## src/rtl/conv_pkg.sv

```systemverilog
// Shared types and helpers for the convolution sequencer.
// Holds the control state encoding and the per-frame output count.
package conv_pkg;

    typedef enum logic [1:0] {
        LOAD,
        COMPUTE,
        WAIT,
        OUT
    } state_t;

    function automatic int y_count(input int x_size, input int f_size);
        return x_size - f_size + 1;
    endfunction

endpackage

```

## src/rtl/load_counter.sv

```systemverilog
// Fill counter for one input stream: ready, write enable and write address.
// Saturates at SIZE; clear_i empties it for the next frame.
module load_counter #(
    parameter int SIZE = 8,
    parameter int AW   = $clog2(SIZE)
) (
    input  logic          clk,
    input  logic          reset,
    input  logic          enable_i,
    input  logic          clear_i,
    input  logic          valid_i,
    output logic          ready_o,
    output logic          wr_en_o,
    output logic [AW-1:0] addr_o,
    output logic          full_o
);

    localparam int CW = $clog2(SIZE + 1);

    logic [CW-1:0] cnt_q, cnt_d;

    assign full_o  = (cnt_q == CW'(SIZE));
    assign ready_o = enable_i & ~full_o;
    assign wr_en_o = valid_i & ready_o;
    assign addr_o  = cnt_q[AW-1:0];

    always_comb begin
        cnt_d = cnt_q;
        if (clear_i) begin
            cnt_d = '0;
        end else if (wr_en_o) begin
            cnt_d = cnt_q + 1'b1;
        end
    end

    always_ff @(posedge clk or posedge reset) begin
        if (reset) begin
            cnt_q <= '0;
        end else begin
            cnt_q <= cnt_d;
        end
    end

endmodule

```

## src/rtl/conv_sequencer.sv

```systemverilog
// Control FSM for the convolution datapath: loads x/f memories, sequences
// reads and accumulator control per output, and hands y to the consumer.
module conv_sequencer
    import conv_pkg::*;
#(
    parameter int X_SIZE = 8,
    parameter int F_SIZE = 4,
    parameter int X_AW   = $clog2(X_SIZE),
    parameter int F_AW   = $clog2(F_SIZE)
) (
    input  logic            clk,
    input  logic            reset,
    input  logic            s_valid_x,
    output logic            s_ready_x,
    input  logic            s_valid_f,
    output logic            s_ready_f,
    output logic [X_AW-1:0] x_addr,
    output logic            x_wr_en,
    output logic [F_AW-1:0] f_addr,
    output logic            f_wr_en,
    output logic            acc_en,
    output logic            acc_first,
    output logic            m_valid_y,
    input  logic            m_ready_y,
    output logic            frame_done
);

    localparam int Y_COUNT = y_count(X_SIZE, F_SIZE);
    localparam logic [F_AW-1:0] K_LAST = F_AW'(F_SIZE - 1);
    localparam logic [X_AW-1:0] B_LAST = X_AW'(Y_COUNT - 1);

    state_t          state_q;
    logic [X_AW-1:0] base_q;
    logic [F_AW-1:0] k_q;
    logic            acc_en_q, acc_first_q, m_valid_q;

    logic            in_load, x_full, f_full, frame_last;
    logic [X_AW-1:0] x_ld_addr;
    logic [F_AW-1:0] f_ld_addr;

    assign in_load    = (state_q == LOAD);
    assign frame_last = (state_q == OUT) && m_ready_y && (base_q == B_LAST);

    load_counter #(.SIZE(X_SIZE), .AW(X_AW)) u_x_cnt (
        .clk      (clk),
        .reset    (reset),
        .enable_i (in_load),
        .clear_i  (frame_last),
        .valid_i  (s_valid_x),
        .ready_o  (s_ready_x),
        .wr_en_o  (x_wr_en),
        .addr_o   (x_ld_addr),
        .full_o   (x_full)
    );

    load_counter #(.SIZE(F_SIZE), .AW(F_AW)) u_f_cnt (
        .clk      (clk),
        .reset    (reset),
        .enable_i (in_load),
        .clear_i  (frame_last),
        .valid_i  (s_valid_f),
        .ready_o  (s_ready_f),
        .wr_en_o  (f_wr_en),
        .addr_o   (f_ld_addr),
        .full_o   (f_full)
    );

    // Outside LOAD the read address parks on the last tap, so it holds during a stall.
    assign x_addr     = in_load ? x_ld_addr : base_q + X_AW'(k_q);
    assign f_addr     = in_load ? f_ld_addr : k_q;
    assign acc_en     = acc_en_q;
    assign acc_first  = acc_first_q;
    assign m_valid_y  = m_valid_q;
    assign frame_done = frame_last;

    always_ff @(posedge clk or posedge reset) begin
        if (reset) begin
            state_q     <= LOAD;
            base_q      <= '0;
            k_q         <= '0;
            acc_en_q    <= 1'b0;
            acc_first_q <= 1'b0;
            m_valid_q   <= 1'b0;
        end else begin
            // Read issued this cycle returns next cycle, so accumulate lags by one.
            acc_en_q    <= (state_q == COMPUTE);
            acc_first_q <= (state_q == COMPUTE) && (k_q == '0);
            unique case (state_q)
                LOAD: begin
                    if (x_full && f_full) begin
                        state_q <= COMPUTE;
                        base_q  <= '0;
                        k_q     <= '0;
                    end
                end
                COMPUTE: begin
                    if (k_q == K_LAST) begin
                        state_q <= WAIT;
                    end else begin
                        k_q <= k_q + 1'b1;
                    end
                end
                WAIT: begin
                    state_q   <= OUT;
                    m_valid_q <= 1'b1;
                end
                OUT: begin
                    if (m_ready_y) begin
                        m_valid_q <= 1'b0;
                        k_q       <= '0;
                        if (base_q == B_LAST) begin
                            state_q <= LOAD;
                            base_q  <= '0;
                        end else begin
                            state_q <= COMPUTE;
                            base_q  <= base_q + 1'b1;
                        end
                    end
                end
                default: state_q <= LOAD;
            endcase
        end
    end

endmodule

```

## config.mk

```make
export PLATFORM = sky130hd
export DESIGN_NAME = conv_sequencer
export DESIGN_NICKNAME = d
export VERILOG_FILES = /design/src/rtl/conv_pkg.sv /design/src/rtl/load_counter.sv /design/src/rtl/conv_sequencer.sv
export SDC_FILE = /design/constraint.sdc
export NUM_CORES = 1
export LEC_CHECK = 0
export CAP_MARGIN = 20
export CORE_ASPECT_RATIO = 1.75
export CORE_MARGIN = 2
export CORE_UTILIZATION = 23
export DETAILED_ROUTE_END_ITERATION = 7
export GPL_ROUTABILITY_DRIVEN = 0
export GPL_TIMING_DRIVEN = 1
export PLACE_DENSITY_LB_ADDON = 0.05
export SKIP_CTS_REPAIR_TIMING = 1
export SYNTH_ARGS = -nofsm -noshare
export SYNTH_HDL_FRONTEND = slang
export SYNTH_HIERARCHICAL = 1
export SYNTH_SLANG_ARGS = --single-unit
```

## constraint.sdc

```tcl
create_clock -name clk -period 1.88 [get_ports clk]
set_input_delay 0.188 -clock clk [delete_from_list [all_inputs] [get_ports clk]]
set_output_delay 0.188 -clock clk [all_outputs]
set_load 0.01 [all_outputs]
```

==> metrics.md, run 1 <==
| Metric | Value |
|---|---|
| CP Class | flop to output port |
| Synth top area share | 34.0% |
| Simple-gate area share of the yosys netlist | 19.6% |
| Design Area, Final | 0.00170 sq mm |
| Iteration-0 DRC Markers | 19 |
| Syn Std Cell Area | 0.00125 sq mm |
| Slew headroom | 69.3% |
| Clock slew at reported path FFs | 0.07 ns |
| Peak supply drop | 0.580 mV |
| Slew of the pin with the lowest slew margin | 0.461 ns |
| Wire length per cell | 13.6 microns |
| CORE AREA | 0.00526 sq mm |
| Post-synthesis adder-cell area fraction | 16.6% |
| Number of port buffers | 17 |
| Clk buf depth | 2 |
| Final Slew Violations | 0 |
| Net Count, Synth | 148 |
| Inserted Clock Buffers | 3 |
| Synthesis-to-layout area growth | 36.3% |
| H-tree Lvls | 1 |
| RSZ-0062 raised after global routing | true |
| Critical-path cell list | ha_1 > fa_2 > mux2_2 > clkbuf_2 |
| Nets | 191 |
| Vias/cell | 4.54 |
| DRT Wirelength | 3.05 mm |
| Fmax achieved | 0.547 GHz |
| Max-Cap Viols | 0 |
| YS warnings | 6 |
| Critical path's top delay family | adder cells |
| CP startpoint kind | flop |
| Post-route ant nets | 0 |
| EDFF count, synth | 0 |
| Clock sink count | 17 |
| Worst Path Buf+Inv | 1 |
| Hold Crit Class | primary input to asynchronous set/reset pin |
| Required time of the worst setup path | 1.69 ns |
| CTS tree | yes |
| DRT Pass-1 Iters | 4 |
| Hpwl dp | 2.48 mm |
| Period utilization | 97.2% |
| Kind of end point of the critical path | output port |
| Clock latency at the later pin of the worst-skew pair | 0.25 ns |
| Synth Area in XOR/XNOR | 0.701% |
| Initial antenna violation count | 0 |
| Overflow after GRT | 0 |
| Final Hold Violating Endpoints | 0 |
| R2R depth | 6 |
| Vias post-DR | 1016 |
| Total Routing Usage GR | 11.2% |
| Fin worst setup slack | 0.0519 ns |
| Fillers | 588 |
| DRC violations left | 0 |
| Setup-failing EPs final | 0 |
| Post-synth ARST share | 100% |
| Die height | 102 microns |
| Placement Setup Slack | -0.0874 ns |
| Yosys top cell by area | dfrtp_1 |
| Synth area leaders | dfrtp_1, ha_1, inv_1, mux2i_1, buf_4 |
| Mux contribution to synthesized area | 8.91% |
| First-pass GRT wire length | 5.04 mm |
| Syn Area/Cell | 9.84 sq um |
| Max stage delay on crit path | 0.39 ns |
| Post-DP Area | 0.00162 sq mm |
| Crit path arrival time | 1.64 ns |
| Tmin final | 1.83 ns |
| Number of antenna diodes | 0 |
| CP Depth | 4 |
| CTS root buf | clkbuf_8 |
| Die width | 59.7 microns |
| Boundary Pins | 18 |
| Sequential area share after synthesis | 34.0% |
| Distinct cell type count after synthesis | 41 |
| Leak | 0.000911 uW |
| Largest net degree at the start of global routing | 12 |
| Complex-gate fraction of the synthesized area | 10.5% |
| Tot Pwr | 2670 uW |
| Clock Skew | 0.00102 ns |
| Power per Cell Area | 1560 mW/mm^2 |
| DIE AREA | 0.00606 sq mm |
| Share of layout cells above drive strength 1 | 30.8% |
| Number of global-route vias before repair | 1068 |
| Gate Count Post-Synth | 127 |
| Status | finished clean |
| #FFs+latches synth | 17 |
| Initial core utilization | 23.8% |
| Worst-path fanout max | 2 |
| Critical path's slowest cell | dfrtp_1 |
| Largest family of logic cells by synthesized area | simple AND/OR/NAND/NOR gates |
| Top FF cell, synth | dfrtp_1 |
| Cell Rows | 35 |
[synthesized netlist by cell type, drive strengths merged, types with 3 or more instances]
| cell type | n |
|---|---|
| mux2 | 6 |
| mux2i | 4 |
| inv | 16 |
| ha | 15 |
| nor3 | 3 |
| o21ai | 6 |
| nor2 | 9 |
| nand2 | 9 |
| nor2b | 5 |
| buf | 7 |
| dfrtp | 17 |
| and2 | 3 |
[through the flow]
stage,TNS (ns),hold WS (ns),instances,utilization [%]
final,0,0.187,224,32.4
after global routing,-0.0269,0.192,224,32.4
after CTS,-2.91,0.182,221,31.6
after detailed placement,-0.321,0.459,217,30.8
after global placement,-0.300,0.459,217,30.8
after floorplan,0,-0.0584,127,-
[placed cells by master (no fill, tap or decap), types with 3 or more instances in the layout]
cell | synthesis | routed
buf_4 | 5 | 28
clkbuf_2 | 0 | 3
clkbuf_8 | 0 | 3
clkdlybuf4s50_1 | 0 | 7
dfrtp_1 | 17 | 17
dlymetal6s2s_1 | 0 | 6
ha_1 | 15 | 13
inv_1 | 16 | 15
mux2_2 | 3 | 3
mux2i_1 | 4 | 4
nand2_1 | 8 | 8
nor2_1 | 8 | 7
nor2b_1 | 4 | 4
o21ai_0 | 6 | 3
o21ai_1 | 0 | 3
[state kept, by name, indices dropped and copies added, names as in the netlist]
| name | flops |
|---|---|
| m_valid_y | 1 |
| acc_en | 1 |
| state_q | 2 |
| acc_first | 1 |
| k_q | 2 |
| u_f_cnt/cnt_q | 3 |
| u_x_cnt/cnt_q | 4 |
| base_q | 3 |
[layout make-up]
| type | instances | area [sq um] | area share, % |
|---|---|---|---|
| clock buffers | 4 | 45.0 | 2.64 |
| inverters | 16 | 60.1 | 3.52 |
| multi-input cells | 87 | 729 | 42.8 |
| flip-flops and latches | 17 | 425 | 25.0 |
| well taps | 55 | 68.8 | 4.04 |
| repair buffers | 45 | 375 | 22.0 |
[worst paths after layout]
path                       slack (ns)                   start                           end
min                              0.19                   reset  u_f_cnt/cnt_q[0]$_DFFE_PP0P_
max in group asynchronous        1.23                   reset         m_valid_y$_DFFE_PP0P_
min in group clk                 0.50   m_valid_y$_DFFE_PP0P_         m_valid_y$_DFFE_PP0P_
min reg2reg                      0.50   m_valid_y$_DFFE_PP0P_         m_valid_y$_DFFE_PP0P_
max reg2reg                      0.06  state_q[1]$_DFFE_PP0P_         base_q[2]$_DFFE_PP0P_
max                              0.05   base_q[0]$_DFFE_PP0P_                     x_addr[1]
[layer usage]
metal	global-route usage, %	vias to the layer above	wire (microns)
met5	0	-	0
met4	5.30	0	74
met3	1.40	6	104
met2	20.4	20	1710
met1	12.2	480	1160
li1	-	510	-
[logic make-up after synthesis]
| group | Yosys count |
|---|---|
| AND/OR/NAND/NOR | 41 |
| buffers and inverters | 23 |
| AO/OA/AOI/OAI | 19 |
| flip-flops | 17 |
| adder cells (fa/ha/maj) | 16 |
| multiplexers | 10 |
| XOR/XNOR | 1 |
[where the power goes]
part           total [uW]  internal (uW)  switching, uW
combinational        1770            938            831
clock                 276            150            126
sequential            620            527           93.0
(Power assumes the default switching activity.)
==> inputs of run 2 (changes only) <==
CELL_PAD_IN_SITES_DETAIL_PLACEMENT = 1   (was default)
CELL_PAD_IN_SITES_GLOBAL_PLACEMENT = 2   (was default)
==> metrics.md, run 2 (synthesis results as in run 1) <==
| Metric | Value |
|---|---|
| Final hold slack | 0.182 ns |
| Regs by FF count | u_x_cnt/cnt_q: 4 flops, base_q: 3 flops, u_f_cnt/cnt_q: 3 flops |
| CTS root buf | clkbuf_8 |
| CP startpoint kind | flop |
| Vias/cell | 4.61 |
| Reg with most FFs | u_x_cnt/cnt_q |
| Total Routing Usage GR | 11.8% |
| Largest net degree at the start of global routing | 12 |
| Kind of end point of the critical path | output port |
| Period utilization | 103% |
| RSZ-0062 raised after global routing | true |
| Clock Skew | 0.00199 ns |
| Inserted Clock Buffers | 3 |
| Setup-failing EPs final | 1 |
| Fin worst setup slack | -0.0515 ns |
| Wire length per cell | 14.3 microns |
| Number of global-route vias before repair | 1146 |
| CP Class | flop to output port |
| Clock sink count | 17 |
| Max-Cap Viols | 0 |
| Clock slew at reported path FFs | 0.07 ns |
| Power per Cell Area | 1600 mW/mm^2 |
| Fmax achieved | 0.518 GHz |
| Most common cell after layout, fill and taps aside | buf_4 |
| Vias post-DR | 1033 |
| Required time of the worst setup path | 1.69 ns |
| Critical-path cell list | buf_6 > ha_4 > fa_1 > mux2_4 > buf_6 |
| Initial core utilization | 23.8% |
| Cell mode on critical path | buf_6 |
| Overflow after GRT | 0 |
| Final Slew Violations | 0 |
| Number of port buffers | 17 |
| Status | finished, violations left |
| DRC violations left | 0 |
| Cell Rows | 35 |
| Max stage delay on crit path | 0.42 ns |
| Peak supply drop | 0.526 mV |
| Boundary Pins | 18 |
| Post-DP Area | 0.00162 sq mm |
| DRT Wirelength | 3.20 mm |
| Critical path's slowest cell | fa_1 |
| Initial antenna violation count | 0 |
| Most frequent cells in the layout | buf_4, dfrtp_1, inv_1 |
| First-pass GRT wire length | 5.27 mm |
| Tmin final | 1.93 ns |
| CORE AREA | 0.00526 sq mm |
| DIE AREA | 0.00606 sq mm |
| Die height | 102 microns |
| Design Area, Final | 0.00174 sq mm |
| Iteration-0 DRC Markers | 7 |
| Clk buf depth | 2 |
| DRT Pass-1 Iters | 4 |
| Synthesis-to-layout area growth | 38.9% |
| Crit path arrival time | 1.74 ns |
| Slew headroom | 69.2% |
| Leak | 0.000925 uW |
| H-tree Lvls | 1 |
| Nets | 191 |
| Share of layout cells above drive strength 1 | 31.4% |
| Number of antenna diodes | 0 |
| Hpwl dp | 2.69 mm |
| Post-route ant nets | 0 |
| Failing checks | negative setup slack |
| Hold Crit Class | primary input to asynchronous set/reset pin |
| Die width | 59.7 microns |
| Max reg flops | 4 |
| Slew of the pin with the lowest slew margin | 0.462 ns |
| CTS tree | yes |
| Clock latency at the later pin of the worst-skew pair | 0.26 ns |
| Final Hold Violating Endpoints | 0 |
| Worst-path fanout max | 2 |
==> run 2: cell type report <==
cell class,instances,area [sq um]
repair buffers,45,393
well taps,55,68.8
flip-flops and latches,17,425
clock buffers,4,45.0
multi-input cells,87,744
inverters,16,60.1
fillers,613,3520
==> run 2: final timing paths <==
kind	start	endpoint	slack [ns]	cells after the start
worst max-delay path	base_q[0]$_DFFE_PP0P_	x_addr[1]	-0.05	5
min in group clk	m_valid_y$_DFFE_PP0P_	m_valid_y$_DFFE_PP0P_	0.50	2
max in group asynchronous	reset	k_q[0]$_DFFE_PP0P_	1.25	2
worst max register to register	state_q[0]$_DFFE_PP0P_	base_q[2]$_DFFE_PP0P_	0.08	6
worst min-delay path	reset	u_f_cnt/cnt_q[0]$_DFFE_PP0P_	0.18	2
worst min register to register	m_valid_y$_DFFE_PP0P_	m_valid_y$_DFFE_PP0P_	0.50	2
==> run 2: metrics by stage <==
step / cells / worst slack (ns) / utilization (%) / setup TNS (ns) / total power (uW)
after CTS: 221 / -0.440 / 31.6 / -3.26 / 2760
after global routing: 224 / -0.108 / 33.0 / -0.203 / 3050
final: 224 / -0.0515 / 33.0 / -0.0515 / 2780
after detailed placement: 217 / -0.149 / 30.8 / -0.328 / 2440
after global placement: 217 / -0.0836 / 30.8 / -0.177 / 2420
after floorplan: 127 / 0.122 / - / 0 / 1670
==> run 2: per-layer routing <==
| layer | global-route usage, % | part of all wire (%) | routed length [microns] | vias to the layer above |
|---|---|---|---|---|
| met4 | 5.13 | 1.8 | 57 | 0 |
| li1 | - | - | - | 507 |
| met2 | 22.3 | 58 | 1840 | 12 |
| met5 | 0 | 0 | 0 | - |
| met3 | 1.53 | 2.4 | 76 | 4 |
| met1 | 12.3 | 38 | 1220 | 510 |
==> run 2: power by group <==
part	internal (uW)	total, uW	leakage [uW]	switching [uW]
Sequential	527	625	0.000211	98.0
Clock	151	290	0.0000228	139
Combinational	1010	1860	0.000691	848
Total	1690	2780	0.000925	1090
==> run 2: critical path, delay by kind of cell, from the launching register on <==
kind / cells / cell delay [ns]
fa+ha+maj: 2 / 0.57
mux: 1 / 0.28
flops: 1 / 0.39
buf+inv: 2 / 0.24
